--- config.mk ---
export PLATFORM = sky130hd
export DESIGN_NAME = div_unit
export DESIGN_NICKNAME = d
export VERILOG_FILES = /design/src/rtl/div_unit.sv
export SDC_FILE = /design/constraint.sdc
export NUM_CORES = 1
export LEC_CHECK = 0
export ABC_AREA = 0
export CORE_MARGIN = 2
export CORE_UTILIZATION = 54
export DETAILED_ROUTE_END_ITERATION = 10
export PLACE_DENSITY = 0.78
export SLEW_MARGIN = 20
export SYNTH_ARGS = -nofsm -noshare
export SYNTH_HDL_FRONTEND = slang
export SYNTH_SLANG_ARGS = --single-unit
--- constraint.sdc ---
create_clock -name clk -period 3.85 [get_ports clk]
set_input_delay 0.5775 -clock clk [delete_from_list [all_inputs] [get_ports clk]]
set_output_delay 0.5775 -clock clk [all_outputs]
set_load 0.02 [all_outputs]
--- src/rtl/div_unit.sv ---
// Iterative radix-2 restoring divider for RV32IM DIV/DIVU/REM/REMU.
// One quotient bit per cycle; divide-by-zero and signed overflow bypass the loop.
module div_unit #(
  parameter int unsigned XLEN = 32
) (
  input  logic            clk,
  input  logic            reset,
  input  logic            start,
  input  logic [4:0]      select,
  input  logic [XLEN-1:0] data1,
  input  logic [XLEN-1:0] data2,
  output logic [XLEN-1:0] result,
  output logic            busy,
  output logic            done
);

  // Shared with the alu's select decoding.
  localparam logic [4:0] SelDiv  = 5'd12;
  localparam logic [4:0] SelDivu = 5'd13;
  localparam logic [4:0] SelRem  = 5'd14;
  localparam logic [4:0] SelRemu = 5'd15;

  localparam int unsigned CntW = $clog2(XLEN);

  typedef enum logic [1:0] {StIdle, StCalc, StSign, StFast} state_e;

  state_e            state_q, state_d;
  logic [CntW-1:0]   count_q;
  logic [XLEN-1:0]   quot_q;
  logic [XLEN:0]     rem_q;
  logic [XLEN-1:0]   divisor_q;
  logic [4:0]        op_q;
  logic              sign1_q, sign2_q;
  logic [XLEN-1:0]   result_q;
  logic              done_q;

  logic              sel_valid, sel_signed, sel_div;
  logic              accept, div_zero, overflow, take_fast;
  logic [XLEN-1:0]   abs1, abs2, fast_val;
  logic [XLEN+1:0]   rem_shift, diff;
  logic              fits;
  logic [XLEN-1:0]   quot_step;
  logic [XLEN:0]     rem_step;
  logic [XLEN-1:0]   sign_val;

  // Operand decode on the accepting edge
  always_comb begin
    sel_valid  = (select == SelDiv) || (select == SelDivu) ||
                 (select == SelRem) || (select == SelRemu);
    sel_signed = (select == SelDiv) || (select == SelRem);
    sel_div    = (select == SelDiv) || (select == SelDivu);
    accept     = (state_q == StIdle) && start && sel_valid;
    div_zero   = (data2 == '0);
    overflow   = sel_signed && (data1 == {1'b1, {(XLEN-1){1'b0}}}) && (data2 == '1);
    take_fast  = div_zero || overflow;
    abs1       = (sel_signed && data1[XLEN-1]) ? (~data1 + 1'b1) : data1;
    abs2       = (sel_signed && data2[XLEN-1]) ? (~data2 + 1'b1) : data2;
    if (div_zero) begin
      fast_val = sel_div ? '1 : data1;
    end else begin
      // Signed overflow: DIV returns the most negative value, REM returns zero.
      fast_val = (select == SelDiv) ? data1 : '0;
    end
  end

  // One restoring shift-subtract step; extra top bit keeps the compare exact
  always_comb begin
    rem_shift = {rem_q, quot_q[XLEN-1]};
    diff      = rem_shift - {2'b00, divisor_q};
    fits      = ~diff[XLEN+1];
    quot_step = {quot_q[XLEN-2:0], fits};
    rem_step  = fits ? diff[XLEN:0] : rem_shift[XLEN:0];
  end

  always_comb begin
    sign_val = '0;
    unique case (op_q)
      SelDiv:  sign_val = (sign1_q ^ sign2_q) ? (~quot_q + 1'b1) : quot_q;
      SelDivu: sign_val = quot_q;
      SelRem:  sign_val = sign1_q ? (~rem_q[XLEN-1:0] + 1'b1) : rem_q[XLEN-1:0];
      SelRemu: sign_val = rem_q[XLEN-1:0];
      default: sign_val = '0;
    endcase
  end

  always_ff @(posedge clk) begin
    if (reset) begin
      state_q <= StIdle;
    end else begin
      state_q <= state_d;
    end
  end

  always_comb begin
    state_d = state_q;
    unique case (state_q)
      StIdle: if (accept) state_d = take_fast ? StFast : StCalc;
      StCalc: if (count_q == CntW'(XLEN - 1)) state_d = StSign;
      StSign: state_d = StIdle;
      StFast: state_d = StIdle;
      default: state_d = StIdle;
    endcase
  end

  always_comb begin
    busy   = (state_q != StIdle);
    done   = done_q;
    result = result_q;
  end

  always_ff @(posedge clk) begin
    if (reset) begin
      count_q   <= '0;
      quot_q    <= '0;
      rem_q     <= '0;
      divisor_q <= '0;
      op_q      <= '0;
      sign1_q   <= 1'b0;
      sign2_q   <= 1'b0;
      result_q  <= '0;
      done_q    <= 1'b0;
    end else begin
      done_q <= 1'b0;
      unique case (state_q)
        StIdle: begin
          if (accept) begin
            op_q      <= select;
            sign1_q   <= sel_signed && data1[XLEN-1];
            sign2_q   <= sel_signed && data2[XLEN-1];
            count_q   <= '0;
            rem_q     <= '0;
            divisor_q <= abs2;
            // Fast path parks its answer in the quotient register
            quot_q    <= take_fast ? fast_val : abs1;
          end
        end
        StCalc: begin
          quot_q  <= quot_step;
          rem_q   <= rem_step;
          count_q <= count_q + 1'b1;
        end
        StSign: begin
          result_q <= sign_val;
          done_q   <= 1'b1;
        end
        StFast: begin
          result_q <= quot_q;
          done_q   <= 1'b1;
        end
        default: ;
      endcase
    end
  end

endmodule

# [Word-level counts from Yosys, hierarchy flattened]
# Cells that the tools add are included.
[op_classes] n_mux=22 bitwise_logic=6 eq_ne=16 n_reduce_logical=20 add_sub_neg=6
[op_table] cell="$mux 32" n=9
[op_table] cell="$add 32x1->32 const B" n=4
[op_table] cell="$not 32->32" n=4
[op_table] cell="$pmux 32 s2" n=2
[op_table] cell="$pmux 32 s4" n=1
[op_table] cell="$mux 33" n=2
[op_table] cell="$pmux 33 s2" n=1
[op_table] cell="$eq 32x32->1 const B" n=2
[op_table] cell="$eq 5x4->1 const B" n=8
[op_table] cell="$sub 34x32->34" n=1
[op_table] cell="$logic_not 32->1" n=1
[op_table] cell="$pmux 5 s2" n=1
[op_table] cell="$logic_and 1x1->1" n=6
[op_table] cell="$mux 2" n=3
[op_table] cell="$pmux 2 s3" n=1
[op_table] cell="$reduce_and 2->1" n=3
[op_table] cell="$reduce_bool 2->1" n=3
[op_table] cell="$add 5x1->5 const B" n=1
[op_table] cell="$eq 5x5->1 const B" n=1
[op_table] cell="$logic_or 1x1->1" n=5
[op_table] cell="$mux 5" n=1
[op_table] cell="$eq 2x2->1 const B" n=2
[op_table] cell="$ne 2x2->1 const B" n=2
[op_table] cell="$eq 2x1->1 const B" n=1
[op_table] cell="other kinds (5)" n=5
[word_totals] inputBits=72 output_inout_bits=34 ff_bits=144 word_cells=80

# [Logic depth before layout (Yosys ltp)]
[logic_depth] ltp_word=8 mapped_depth=14 depth_no_buf=13

# [Least setup slack after synthesis]
# No wires, ideal clock.
[synth_timing] path_type="input to register" from="input data1[16]" to="register quot_q[13]" setup_slack_ns=0.492 setup_time_ns=0.132 path_buffers=2 required_time_ns=3.718 path_stages=10 arrival_ns=3.226 path_cell_list="or4_4 -> or4_4 -> or4b_1 -> buf_2 -> o32ai_4 -> buf_6 -> a21oi_2 -> o21a_1 -> o31ai_2 -> a21oi_1"
[synth_between] elab_chain_cells=7
[synth_lines] item="from (decl)" line="10" rtl="input logic [XLEN-1:0] data1,"
[synth_lines] item="$eq 32x32->1" line="54" rtl="overflow = sel_signed && (data1 == {1'b1, {(XLEN-1){1'b0}}}) && (data2 == '1);"
[synth_lines] item="$logic_and 1x1->1 (2 in series)" line="54"
[synth_lines] item="$logic_or 1x1->1" line="55" rtl="take_fast = div_zero || overflow;"
[synth_lines] item="$mux 32" line="134" rtl="quot_q <= take_fast ? fast_val : abs1;"
[synth_lines] item="$mux 32" line="126" rtl="if (accept) begin"
[synth_lines] item="$pmux 32 s2" line="124" rtl="unique case (state_q)"
[synth_lines] item="to (signal assigned)" line="134"
[synth_lines] item="to (signal assigned)" line="138" rtl="quot_q <= quot_step;"
[synth_lines] item="to (decl)" line="29" rtl="logic [XLEN-1:0] quot_q;"
# Every way passes these cells. The select of a mux whose other input is x is not followed.
# A chain may end at the register's enable or synchronous reset.

# [Worst setup path after layout]
[layout_timing] from="register divisor_q[14]" to="register rem_q[2]"
[layout_between] elab_chain_cells=3
[layout_lines] item="from (decl)" line="31" rtl="logic [XLEN-1:0] divisor_q;"
[layout_lines] item="from (signal assigned)" line="132" rtl="divisor_q <= abs2;"
[layout_lines] item="$sub 34x32->34" line="69" rtl="diff = rem_shift - {2'b00, divisor_q};"
[layout_lines] item="$mux 33" line="72" rtl="rem_step = fits ? diff[XLEN:0] : rem_shift[XLEN:0];"
[layout_lines] item="$pmux 33 s2" line="124"
[layout_lines] item="to (signal assigned)" line="139" rtl="rem_q <= rem_step;"
[layout_lines] item="to (decl)" line="30" rtl="logic [XLEN:0] rem_q;"
# Every way passes these cells.

==> impl_metrics.tcl <==
set metrics [dict create \
    maxCapViolations 0 \
    tritoncts "done" \
    cp.required_ns 4.15 \
    synth_edf_count 0 \
    stdcell_area_um2 13400 \
    dp.cells 1888 \
    drt_first_pass_iters 6 \
    period_share 0.931 \
    synth.distinct_cells 74 \
    post_cts_resized 0 \
    hold_path.class "reg -> reg" \
    power.density_nw_per_um2 326 \
    relSlewSlack 0.330 \
    worst_pin_slew_ns 0.997 \
    dieHeight_um 148 \
    crit_type "reg -> reg" \
    routedWlPerCell_um 19.1 \
    syn-cell-area_um2 11200 \
    setup_viol_count_final 0 \
    netlist_instances 1547 \
    floorplan.die.width_um 148 \
    hold_buffers 0 \
    synth_top_area_share 0.258 \
    r2r_slack_ns 0.27 \
    place_area_um2 12800 \
    clk_pin_slew_ns 0.06 \
    fin_crit_ns 3.58 \
    clk_latency_ns 0.43 \
    yosysWarningCount 0 \
    initial_core_util 0.551 \
    timing.final.ws_setup_ns 0.267 \
    drc 0 \
    cts_buffers 17 \
    p_leak_nw 4.86 \
    fin_nets 1749 \
    fin_worst_skew_ns 0.00820 \
    core_area_um2 20300 \
    root_buffer "clkbuf_16" \
    wirelength_mm 36.6 \
    viasPerCell 6.47 \
    fin_cells 1920 \
    die_area_um2 21900 \
    overflow 0 \
    async_flop_share 0 \
    critPathCaptureType "flop" \
    area_growth_pct 19.8 \
    reg2regPathDepth 12 \
    antenna_found_initial 0 \
    seq_area_frac_synth 0.258 \
    grt_max_degree 90 \
    grt_usage 0.333 \
    numClockSinks 144 \
    avgSynthCellArea_um2 7.24 \
    grt_pass1_vias 11300 \
    vias 12400 \
    row_count 52 \
    place.gp.congestion 0.940 \
    drive_gt1_frac 0.0848 \
    ir_drop_mv 0.256 \
    arrival_ns 3.88 \
    synth_largest_area_cell "dfxtp_1" \
    clk_path_buf_depth 2 \
    cp_max_fo 31 \
    setup-tns-final_ns 0 \
    grt_first_pass_wirelength_mm 59.2 \
    rsz0062_at_grt "false" \
    n_antenna_cell 0 \
    finalMaxSlewViolations 0 \
    run_status "finished, final reports clean" \
    hold_viol 0 \
    place_ws_ns -0.0520 \
    ys_top_cells_by_area "dfxtp_1 26%, a21oi_1 5.5%, nand2_1 5.4%" \
    ys_seq_elements 144 \
    drtIter0Drc 1417 \
    cp-start-kind "flop" \
    ios 106 \
    crit_chain "inv_1 -> ha_1 -> nand3_1 -> nor3_1 -> o311ai_2 -> and3_1 -> a2111o_1 -> a31oi_1 -> or3_1 -> and2_1 -> buf_12 -> o311ai_0" \
    postCtsSetupRepairBufs 0 \
    port_buffers 105 \
    holdWs_ns 0.464 \
    synthFlopType "dfxtp_1" \
    syn-num-nets 1659 \
    max_freq_ghz 0.279 \
    cpPeakStageDelay_ns 0.56 \
    htree_levels 4 \
    slowest_stage "a2111o_1" \
    holdPathStages 2 \
    postRouteAntennaNets 0 \
    dp_hpwl_mm 27.2 \
]
==> kinds of logic after synthesis <==
logic type	share of synthesized area
flops	0.258
simple gates	0.247
xor+xnor	0.0728
buf+inv	0.0588
fa+ha+maj	0.0454
compound gates	0.312
mux	0.00626
==> cell type report <==
cell class	instances	area [um2]
multi-input combinational	1234	7700
fill	1824	6890
sequential	144	2880
timing repair buffer	188	1730
clock buffer	17	425
tap	270	338
inverter	52	195
clock inverter	15	128
==> path summary, 6_finish.rpt <==
kind | start | end
worst max-delay path | divisor_q[14]$_SDFFE_PP0P_ | rem_q[2]$_SDFFE_PP0P_
worst min-delay path | divisor_q[31]$_SDFFE_PP0P_ | divisor_q[31]$_SDFFE_PP0P_
worst max register to register | divisor_q[14]$_SDFFE_PP0P_ | rem_q[2]$_SDFFE_PP0P_
worst min register to register | divisor_q[31]$_SDFFE_PP0P_ | divisor_q[31]$_SDFFE_PP0P_
==> cells in the mapped netlist, types with 6 or more instances <==
cell type	instances
nor2b_1	14
a31oi_1	20
a21oi_1	123
and3_1	12
o21a_1	8
or4_1	12
inv_1	52
dfxtp_1	144
xor2_1	50
ha_1	39
or3_1	8
a211oi_1	47
o22ai_1	11
mux2i_1	7
o32ai_1	6
o31ai_1	31
nand2b_1	12
nor3_1	54
a22oi_1	35
a21o_1	31
nor4_1	29
xnor2_1	43
a221oi_1	13
nor2_1	153
o2111ai_1	6
a311oi_1	10
nand4_1	42
nand3_1	36
a21boi_0	10
and2_1	10
o41ai_1	11
o21ai_0	80
clkbuf_1	106
nor3b_1	9
a2111oi_0	7
o211ai_1	35
nand2_1	160
==> critical path, delay by kind of cell (launching register included) <==
kind | cells | cell delay [ns]
buf+inv | 2 | 0.26
compound gates | 4 | 1.20
flops | 1 | 0.34
fa+ha+maj | 1 | 0.41
simple gates | 5 | 1.22
==> state kept, by name, summed over array words and instances (netlist names) <==
signal     count
rem_q         33
quot_q        32
done           1
sign2_q        1
state_q        2
result        32
op_q           5
count_q        5
divisor_q     32
sign1_q        1
==> metrics by stage <==
step	util	power [W]
after floorplan	-	0.00237
after global placement	0.633	0.00278
after detailed placement	0.633	0.00280
after CTS	0.660	0.00435
after global routing	0.660	0.00456
final	0.660	0.00437
==> where the power goes <==
group	total (W)	switching (W)	internal [W]
clock	0.00157	0.000724	0.000842
sequential	0.00157	0.0000473	0.00152
combinational	0.00124	0.000742	0.000496
==> cell usage in the layout, fill, tap and decap left out, drive strengths merged, types with 13 or more instances in the layout <==
| master | count |
|---|---|
| o31ai | 32 |
| o21ai | 85 |
| o211ai | 35 |
| a211oi | 47 |
| a22oi | 35 |
| nor2b | 14 |
| a221oi | 13 |
| clkbuf | 17 |
| nand4 | 42 |
| xor2 | 50 |
| a21o | 31 |
| clkdlybuf4s50 | 104 |
| buf | 84 |
| a21oi | 124 |
| dfxtp | 144 |
| nor2 | 153 |
| a31oi | 20 |
| xnor2 | 43 |
| ha | 39 |
| nor4 | 31 |
| or4 | 14 |
| nand2 | 160 |
| nor3 | 54 |
| nand3 | 36 |
| inv | 58 |
==> routing by layer <==
layer  vias up  GRT usage  share of wire
li1       5938          -              -
met1      5739      0.480           0.44
met2       648      0.504           0.43
met3        90     0.0488          0.090
met4         0      0.121          0.035
met5         -          0              0
Power figures use the tool's default switching activity.
